File: src/rtl/fpu_pkg.sv
// Shared types for the FPU request/response front end: opcodes, word width,
// default core latency and the result-buffer entry layout.
package fpu_pkg;

    localparam int FPU_WORD_W      = 32;
    localparam int FPU_LAT_DEFAULT = 3;
    localparam int FPU_TAG_W       = 4;

    typedef enum logic [1:0] {
        ADD = 2'd0,
        SUB = 2'd1,
        MUL = 2'd2,
        DIV = 2'd3
    } fpu_op_t;

    typedef struct packed {
        logic [FPU_WORD_W-1:0] result;
        fpu_op_t               op;
        logic [FPU_TAG_W-1:0]  tag;
    } rsp_entry_t;

endpackage

File: src/rtl/fpu_req_responder_if.sv
// Request and response channels between an initiator and the FPU front end.
// Both channels: a transfer happens on a posedge where valid && ready; the
// producer may change or drop its payload freely when no transfer occurred.
interface fpu_req_responder_if
    import fpu_pkg::*;
#(
    parameter int TAG_W = 4
) ();

    logic                  req_valid;
    logic                  req_ready;
    logic [FPU_WORD_W-1:0] req_a;
    logic [FPU_WORD_W-1:0] req_b;
    fpu_op_t               req_op;
    logic [TAG_W-1:0]      req_tag;

    logic                  rsp_valid;
    logic                  rsp_ready;
    logic [FPU_WORD_W-1:0] rsp_result;
    fpu_op_t               rsp_op;
    logic [TAG_W-1:0]      rsp_tag;

    modport master (
        output req_valid, req_a, req_b, req_op, req_tag, rsp_ready,
        input  req_ready, rsp_valid, rsp_result, rsp_op, rsp_tag
    );

    modport slave (
        input  req_valid, req_a, req_b, req_op, req_tag, rsp_ready,
        output req_ready, rsp_valid, rsp_result, rsp_op, rsp_tag
    );

endinterface

File: src/rtl/fpu_result_fifo.sv
// Synchronous result FIFO. When empty, the head output keeps showing the
// most recently popped entry so the response fields never go undefined.
module fpu_result_fifo
    import fpu_pkg::*;
#(
    parameter int DEPTH = 4,
    localparam int PW = $clog2(DEPTH),
    localparam int CW = PW + 1
) (
    input  logic          clk,
    input  logic          reset,
    input  logic          push,
    input  rsp_entry_t    pushData,
    input  logic          pop,
    output rsp_entry_t    headData,
    output logic [CW-1:0] count
);

    rsp_entry_t     mem [DEPTH];
    rsp_entry_t     lastPopped;
    logic [PW-1:0]  wrPtr;
    logic [PW-1:0]  rdPtr;
    logic           doPush;
    logic           doPop;

    assign doPush = push && (count != CW'(DEPTH));
    assign doPop  = pop && (count != '0);

    always_ff @(posedge clk) begin
        if (doPush) begin
            mem[wrPtr] <= pushData;
        end
    end

    always_ff @(posedge clk) begin
        if (reset) begin
            wrPtr      <= '0;
            rdPtr      <= '0;
            count      <= '0;
            lastPopped <= '0;
        end else begin
            if (doPush) begin
                wrPtr <= wrPtr + PW'(1);
            end
            if (doPop) begin
                rdPtr      <= rdPtr + PW'(1);
                lastPopped <= mem[rdPtr];
            end
            case ({doPush, doPop})
                2'b10:   count <= count + CW'(1);
                2'b01:   count <= count - CW'(1);
                default: count <= count;
            endcase
        end
    end

    assign headData = (count != '0) ? mem[rdPtr] : lastPopped;

endmodule

File: src/rtl/fpu_req_responder.sv
// Responder front end for the FPU core: registers operands onto the core,
// tracks in-flight ops in a shadow pipe and returns tagged results in order.
module fpu_req_responder
    import fpu_pkg::*;
#(
    parameter int FPU_LAT    = FPU_LAT_DEFAULT,
    parameter int FIFO_DEPTH = 4,
    parameter int TAG_W      = FPU_TAG_W
) (
    input  logic                  clk,
    input  logic                  reset,
    fpu_req_responder_if.slave    bus,
    output logic [FPU_WORD_W-1:0] fpu_a,
    output logic [FPU_WORD_W-1:0] fpu_b,
    output fpu_op_t               fpu_op,
    input  logic [FPU_WORD_W-1:0] fpu_o,
    output logic                  busy
);

    localparam int CW = $clog2(FIFO_DEPTH) + 1;
    localparam int SW = CW + 1;

    logic             accept;
    logic             capture;
    logic             popHead;
    logic [CW-1:0]    inflightCount;
    logic [CW-1:0]    fifoCount;
    logic [SW-1:0]    creditsUsed;
    rsp_entry_t       pushEntry;
    rsp_entry_t       headEntry;

    logic             stgValid [FPU_LAT];
    fpu_op_t          stgOp    [FPU_LAT];
    logic [TAG_W-1:0] stgTag   [FPU_LAT];

    assign accept  = bus.req_valid && bus.req_ready;
    assign capture = stgValid[FPU_LAT-1];
    assign popHead = bus.rsp_valid && bus.rsp_ready;

    // Credits cover both buffered and in-flight results, so every capture
    // has a FIFO slot reserved; req_ready depends on registered counts only.
    assign creditsUsed   = SW'(fifoCount) + SW'(inflightCount);
    assign bus.req_ready = creditsUsed < SW'(FIFO_DEPTH);
    assign busy          = (inflightCount != '0) || (fifoCount != '0);

    always_ff @(posedge clk) begin
        if (reset) begin
            fpu_a  <= '0;
            fpu_b  <= '0;
            fpu_op <= ADD;
        end else if (accept) begin
            fpu_a  <= bus.req_a;
            fpu_b  <= bus.req_b;
            fpu_op <= bus.req_op;
        end
    end

    // Shadow pipe mirrors the core's latency; the last stage marks the edge
    // on which fpu_o belongs to the op accepted FPU_LAT edges earlier.
    always_ff @(posedge clk) begin
        if (reset) begin
            for (int i = 0; i < FPU_LAT; i++) begin
                stgValid[i] <= 1'b0;
                stgOp[i]    <= ADD;
                stgTag[i]   <= '0;
            end
        end else begin
            stgValid[0] <= accept;
            stgOp[0]    <= bus.req_op;
            stgTag[0]   <= bus.req_tag;
            for (int i = 1; i < FPU_LAT; i++) begin
                stgValid[i] <= stgValid[i-1];
                stgOp[i]    <= stgOp[i-1];
                stgTag[i]   <= stgTag[i-1];
            end
        end
    end

    always_ff @(posedge clk) begin
        if (reset) begin
            inflightCount <= '0;
        end else begin
            case ({accept, capture})
                2'b10:   inflightCount <= inflightCount + CW'(1);
                2'b01:   inflightCount <= inflightCount - CW'(1);
                default: inflightCount <= inflightCount;
            endcase
        end
    end

    always_comb begin
        pushEntry        = '0;
        pushEntry.result = fpu_o;
        pushEntry.op     = stgOp[FPU_LAT-1];
        pushEntry.tag    = FPU_TAG_W'(stgTag[FPU_LAT-1]);
    end

    fpu_result_fifo #(
        .DEPTH (FIFO_DEPTH)
    ) resultFifo (
        .clk      (clk),
        .reset    (reset),
        .push     (capture),
        .pushData (pushEntry),
        .pop      (popHead),
        .headData (headEntry),
        .count    (fifoCount)
    );

    assign bus.rsp_valid  = fifoCount != '0;
    assign bus.rsp_result = headEntry.result;
    assign bus.rsp_op     = headEntry.op;
    assign bus.rsp_tag    = TAG_W'(headEntry.tag);

endmodule

File: src/flat_wrapper.sv
// flat-port wrapper written by rule: the top's interface ports become plain ports
module fpu_req_responder_flat import fpu_pkg::*;
#(
    parameter int FPU_LAT    = FPU_LAT_DEFAULT,
    parameter int FIFO_DEPTH = 4,
    parameter int TAG_W      = FPU_TAG_W
)
  (clk, reset, fpu_a, fpu_b, fpu_op, fpu_o, busy, bus_req_valid, bus_req_a, bus_req_b, bus_req_op, bus_req_tag, bus_rsp_ready, bus_req_ready, bus_rsp_valid, bus_rsp_result, bus_rsp_op, bus_rsp_tag);
  fpu_req_responder_if #(.TAG_W(TAG_W)) bus_i ();
  input  logic clk;
  input  logic reset;
  output logic [FPU_WORD_W-1:0] fpu_a;
  output logic [FPU_WORD_W-1:0] fpu_b;
  output fpu_op_t fpu_op;
  input  logic [FPU_WORD_W-1:0] fpu_o;
  output logic busy;
  input wire logic [$bits(bus_i.req_valid)-1:0] bus_req_valid;
  input wire logic [$bits(bus_i.req_a)-1:0] bus_req_a;
  input wire logic [$bits(bus_i.req_b)-1:0] bus_req_b;
  input wire logic [$bits(bus_i.req_op)-1:0] bus_req_op;
  input wire logic [$bits(bus_i.req_tag)-1:0] bus_req_tag;
  input wire logic [$bits(bus_i.rsp_ready)-1:0] bus_rsp_ready;
  output wire logic [$bits(bus_i.req_ready)-1:0] bus_req_ready;
  output wire logic [$bits(bus_i.rsp_valid)-1:0] bus_rsp_valid;
  output wire logic [$bits(bus_i.rsp_result)-1:0] bus_rsp_result;
  output wire logic [$bits(bus_i.rsp_op)-1:0] bus_rsp_op;
  output wire logic [$bits(bus_i.rsp_tag)-1:0] bus_rsp_tag;
  assign bus_i.req_valid = bus_req_valid;
  assign bus_i.req_a = bus_req_a;
  assign bus_i.req_b = bus_req_b;
  assign bus_i.req_op = bus_req_op;
  assign bus_i.req_tag = bus_req_tag;
  assign bus_i.rsp_ready = bus_rsp_ready;
  assign bus_req_ready = bus_i.req_ready;
  assign bus_rsp_valid = bus_i.rsp_valid;
  assign bus_rsp_result = bus_i.rsp_result;
  assign bus_rsp_op = bus_i.rsp_op;
  assign bus_rsp_tag = bus_i.rsp_tag;
  fpu_req_responder #(.FPU_LAT(FPU_LAT), .FIFO_DEPTH(FIFO_DEPTH), .TAG_W(TAG_W)) u_core (.clk(clk), .reset(reset), .bus(bus_i), .fpu_a(fpu_a), .fpu_b(fpu_b), .fpu_op(fpu_op), .fpu_o(fpu_o), .busy(busy));
endmodule
File: config.mk
export PLATFORM = sky130hd
export DESIGN_NAME = fpu_req_responder_flat
export DESIGN_NICKNAME = d
export VERILOG_FILES = /design/src/rtl/fpu_pkg.sv /design/src/rtl/fpu_req_responder_if.sv /design/src/rtl/fpu_result_fifo.sv /design/src/rtl/fpu_req_responder.sv /design/src/flat_wrapper.sv
export SDC_FILE = /design/constraint.sdc
export NUM_CORES = 1
export LEC_CHECK = 0
export BUFFER_PORTS_ARGS = -buffer_cell sky130_fd_sc_hd__buf_2
export CORE_MARGIN = 2
export CORE_UTILIZATION = 45
export DETAILED_ROUTE_END_ITERATION = 7
export PLACE_DENSITY = 0.75
export SLEW_MARGIN = 20
export SYNTH_ARGS = -nofsm -noshare
export SYNTH_HDL_FRONTEND = slang
export SYNTH_HIERARCHICAL = 1
export SYNTH_SLANG_ARGS = --single-unit
File: constraint.sdc
create_clock -name clk -period 5.93 [get_ports clk]
set_input_delay 0.2965 -clock clk [delete_from_list [all_inputs] [get_ports clk]]
set_output_delay 0.2965 -clock clk [all_outputs]
set_load 0.05 [all_outputs]
==> results.yml <==
yosys:
  synthCells: 734
  syn_area_um2: 11400
  yosysSeqAreaShare: 0.643
  synth_seq_cells: 289
  yosys.area.top_type: "edfxtp_1"
  synth_cell_types: 37
  ys_warn_count: 6
  yosysTopAreaCellShare: 0.402
  synth.avg_cell_area_um2: 15.5
  postSynth.asyncResetShare: 0
  synth_edf_count: 152
  syn_nets: 850
  synth_ff_type: "edfxtp_1"
  yosys-top-cells-area: "edfxtp_1 40%, dfxtp_1 24%, mux4_2 7.5%"
  synth_most_common_cell: "edfxtp_1"
  yosys-top-cells-count: "152 x edfxtp_1, 137 x dfxtp_1, 128 x nand2b_1, 64 x mux2i_1, 40 x mux2_2"
global_routing:
  grt_usage: 0.170
  grt_pass1_vias: 6995
  grt_max_degree: 104
  grt_pass1_wl_um: 36000
  antenna_found_initial: 0
  gr-total-overflow: 0
timing:
  fin_hold_ws_ns: 0.0199
  fin_setup_tns_ns: 0
  rsz0062_at_grt: "false"
  hold_violations: 0
  period_needed_ns: 3.12
  fin_worst_skew_ns: 0.0146
  worst_pin_slew_ns: 1.08
  period_share: 0.526
  drv_slew: 0
  fmax_mhz: 321
  max_slew_margin: 0.281
  setup_ws_ns: 2.81
  setup_viol: 0
place:
  dp.cells: 1233
  gp_congestion: 0.713
  numPortBuffers: 212
  dp_worst_setup_slack_ns: 3.28
  dpl_cell_area_um2: 12600
  hpwl_um: 13500
pwr:
  p_sw_mw: 1.03
  p_sw_frac: 0.229
  combPwrFrac: 0.092
  powerDensity_nw_per_um2: 313
  power_frac_clock: 0.423
  seqPwrFrac: 0.486
  peakVddDrop_uv: 204
  internal-power_mw: 3.45
  power_leakage_nw: 5.71
cts:
  cts_buffer_depth: 3
  cts-root-buf: "clkbuf_16"
  clk_pin_slew_ns: 0.06
  numCtsBuffers: 30
  clock-sinks: 289
  clk_latency_ns: 0.54
  htreeDepth: 1
  cts_tree: "yes"
  postCtsSetupRepairBufs: 0
worst_setup_path:
  worst_ep_arrival_time_ns: 2.82
  path_cells: "buf_4 > mux4_2 > mux2_2 > buf_2"
  required_ns: 5.63
  critPathKind: "register to primary output"
  max_stage_delay_ns: 0.62
  startpoint_type: "register"
  cp_slowest_cell: "dfxtp_2"
  endpoint_kind: "primary output"
  crit_fanout: 27
  timing.rr.start: "u_core/resultFifo/count[2]"
route:
  num_vias: 6701
  drt-pass1-iter-count: 4
  wl_per_cell_um: 16.9
  avgViaCountPerCell: 4.94
  wirelength_um: 23000
  ant_nets: 0
  dr.first_iter.drc_count: 331
  drcViolationCount: 0
die:
  ioPinCount: 213
  start_util: 0.455
  die-area_um2: 26500
  core_um2: 25000
  dieWidth_um: 163
  rows: 58
  dieHeight_um: 163
job:
  max-cap-violations: 0
hold_path:
  hp-class: "input port to register"
  hold_start: "bus_req_a[26]"
status:
  outcome: "finished, final reports clean"
cells_and_area:
  n_fill_cell: 1960
  synthToLayoutAreaGrowth_pct: 25.5
  final_cell_area_um2: 14300
  num_antenna_cells: 0
  final_layout_size_suffix_gt1_frac: 0.349
  layout.nets: 1118
  fin_cells: 1356
-- registers in the layout (all words and copies together), names as in the netlist, 3 cells and up, named ones only --
name,cells
u_core/fpu_b,32
u_core/stgTag,12
u_core/resultFifo/mem,152
u_core/stgValid,3
u_core/fpu_a,32
u_core/inflightCount,3
u_core/resultFifo/lastPopped,38
u_core/resultFifo/count,3
u_core/stgOp,6
-- power groups by stage --
stage	Combinational (mW)	Sequential, mW	Clock (mW)
after floorplan	0.175	2.32	0
after global placement	0.373	2.21	0
after detailed placement	0.378	2.21	0
after CTS	0.412	2.17	1.94
after global routing	0.439	2.18	2.02
final	0.411	2.17	1.89
-- cells by family (layout without fill, tap and decap cells) --
kind of cell,Yosys count,after routing,synth area share
compound gates,50,50,0.0368
xor+xnor,6,6,0.00462
fa+ha+maj,10,10,0.0123
buf+inv,57,349,0.0339
flops,289,289,0.643
mux,142,142,0.171
simple gates,180,180,0.0981
-- repair_timing --
item / in CTS / in global routing
resized for setup: 0 / 0
hold endpoints to repair: 161 / 0
hold buffers: 65 / 0
-- critical path, delay by kind of cell, from the launching register on --
kind	cells	cell delay, ns
muxes	2	0.88
buffers and inverters	2	0.77
DFF	1	0.62
-- layer usage --
| layer | part of all wire | vias up | global-route usage | wire length [µm] |
|---|---|---|---|---|
| met5 | 0 | - | 0 | 0 |
| met3 | 0.084 | 24 | 0.0456 | 1930 |
| met4 | 0.013 | 0 | 0.0402 | 308 |
| met1 | 0.42 | 3220 | 0.213 | 9750 |
| li1 | - | 3213 | - | - |
| met2 | 0.48 | 244 | 0.295 | 11000 |
-- final cells by class --
cell class | count | area (µm²) | area share
flip-flops and latches | 289 | 7310 | 0.512
multi-input cells | 388 | 3700 | 0.259
repair buffers | 283 | 1790 | 0.126
clock buffers | 42 | 867 | 0.0608
well taps | 330 | 413 | 0.0289
clock inverters | 14 | 148 | 0.0104
inverters | 10 | 37.5 | 0.00263
-- metrics by stage --
| step | utilization | total power [mW] |
|---|---|---|
| 6_report | 0.571 | 4.47 |
| 2_1_floorplan | - | 2.49 |
| 3_3_place_gp | 0.503 | 2.58 |
| 5_1_grt | 0.571 | 4.63 |
| 3_5_place_dp | 0.503 | 2.59 |
| 4_1_cts | 0.569 | 4.52 |
-- cell usage in the layout (no fill, tap or decap), types with 2 or more instances in the layout --
cell,count
clkbuf_1,6
mux2i_1,64
a22o_1,38
nand2b_1,128
bufinv_16,3
ha_1,8
o21ai_0,2
nor2b_1,22
a21o_1,2
clkinv_2,6
clkinv_1,3
clkbuf_16,31
dlygate4sd3_1,65
nand3_1,2
inv_1,10
dfxtp_2,2
dfxtp_1,135
or3_1,2
buf_2,211
mux4_2,38
xor2_1,6
a21oi_1,6
buf_4,5
nor3_2,2
clkbuf_8,5
and3_2,4
nor2_1,10
fa_1,2
edfxtp_1,152
mux2_2,40
-- final timing paths --
| path | endpoint | slack, ns | cells past startpoint |
|---|---|---|---|
| setup / recovery | bus_rsp_op[1] | 2.81 | 4 |
| hold / removal | u_core/fpu_a[26] | 0.02 | 3 |
| setup reg to reg | u_core/fpu_b[17] | 3.44 | 5 |
| hold reg to reg | u_core/stgValid[0][2] | 0.44 | 1 |
No activity file was read; power rests on OpenSTA's default activity.
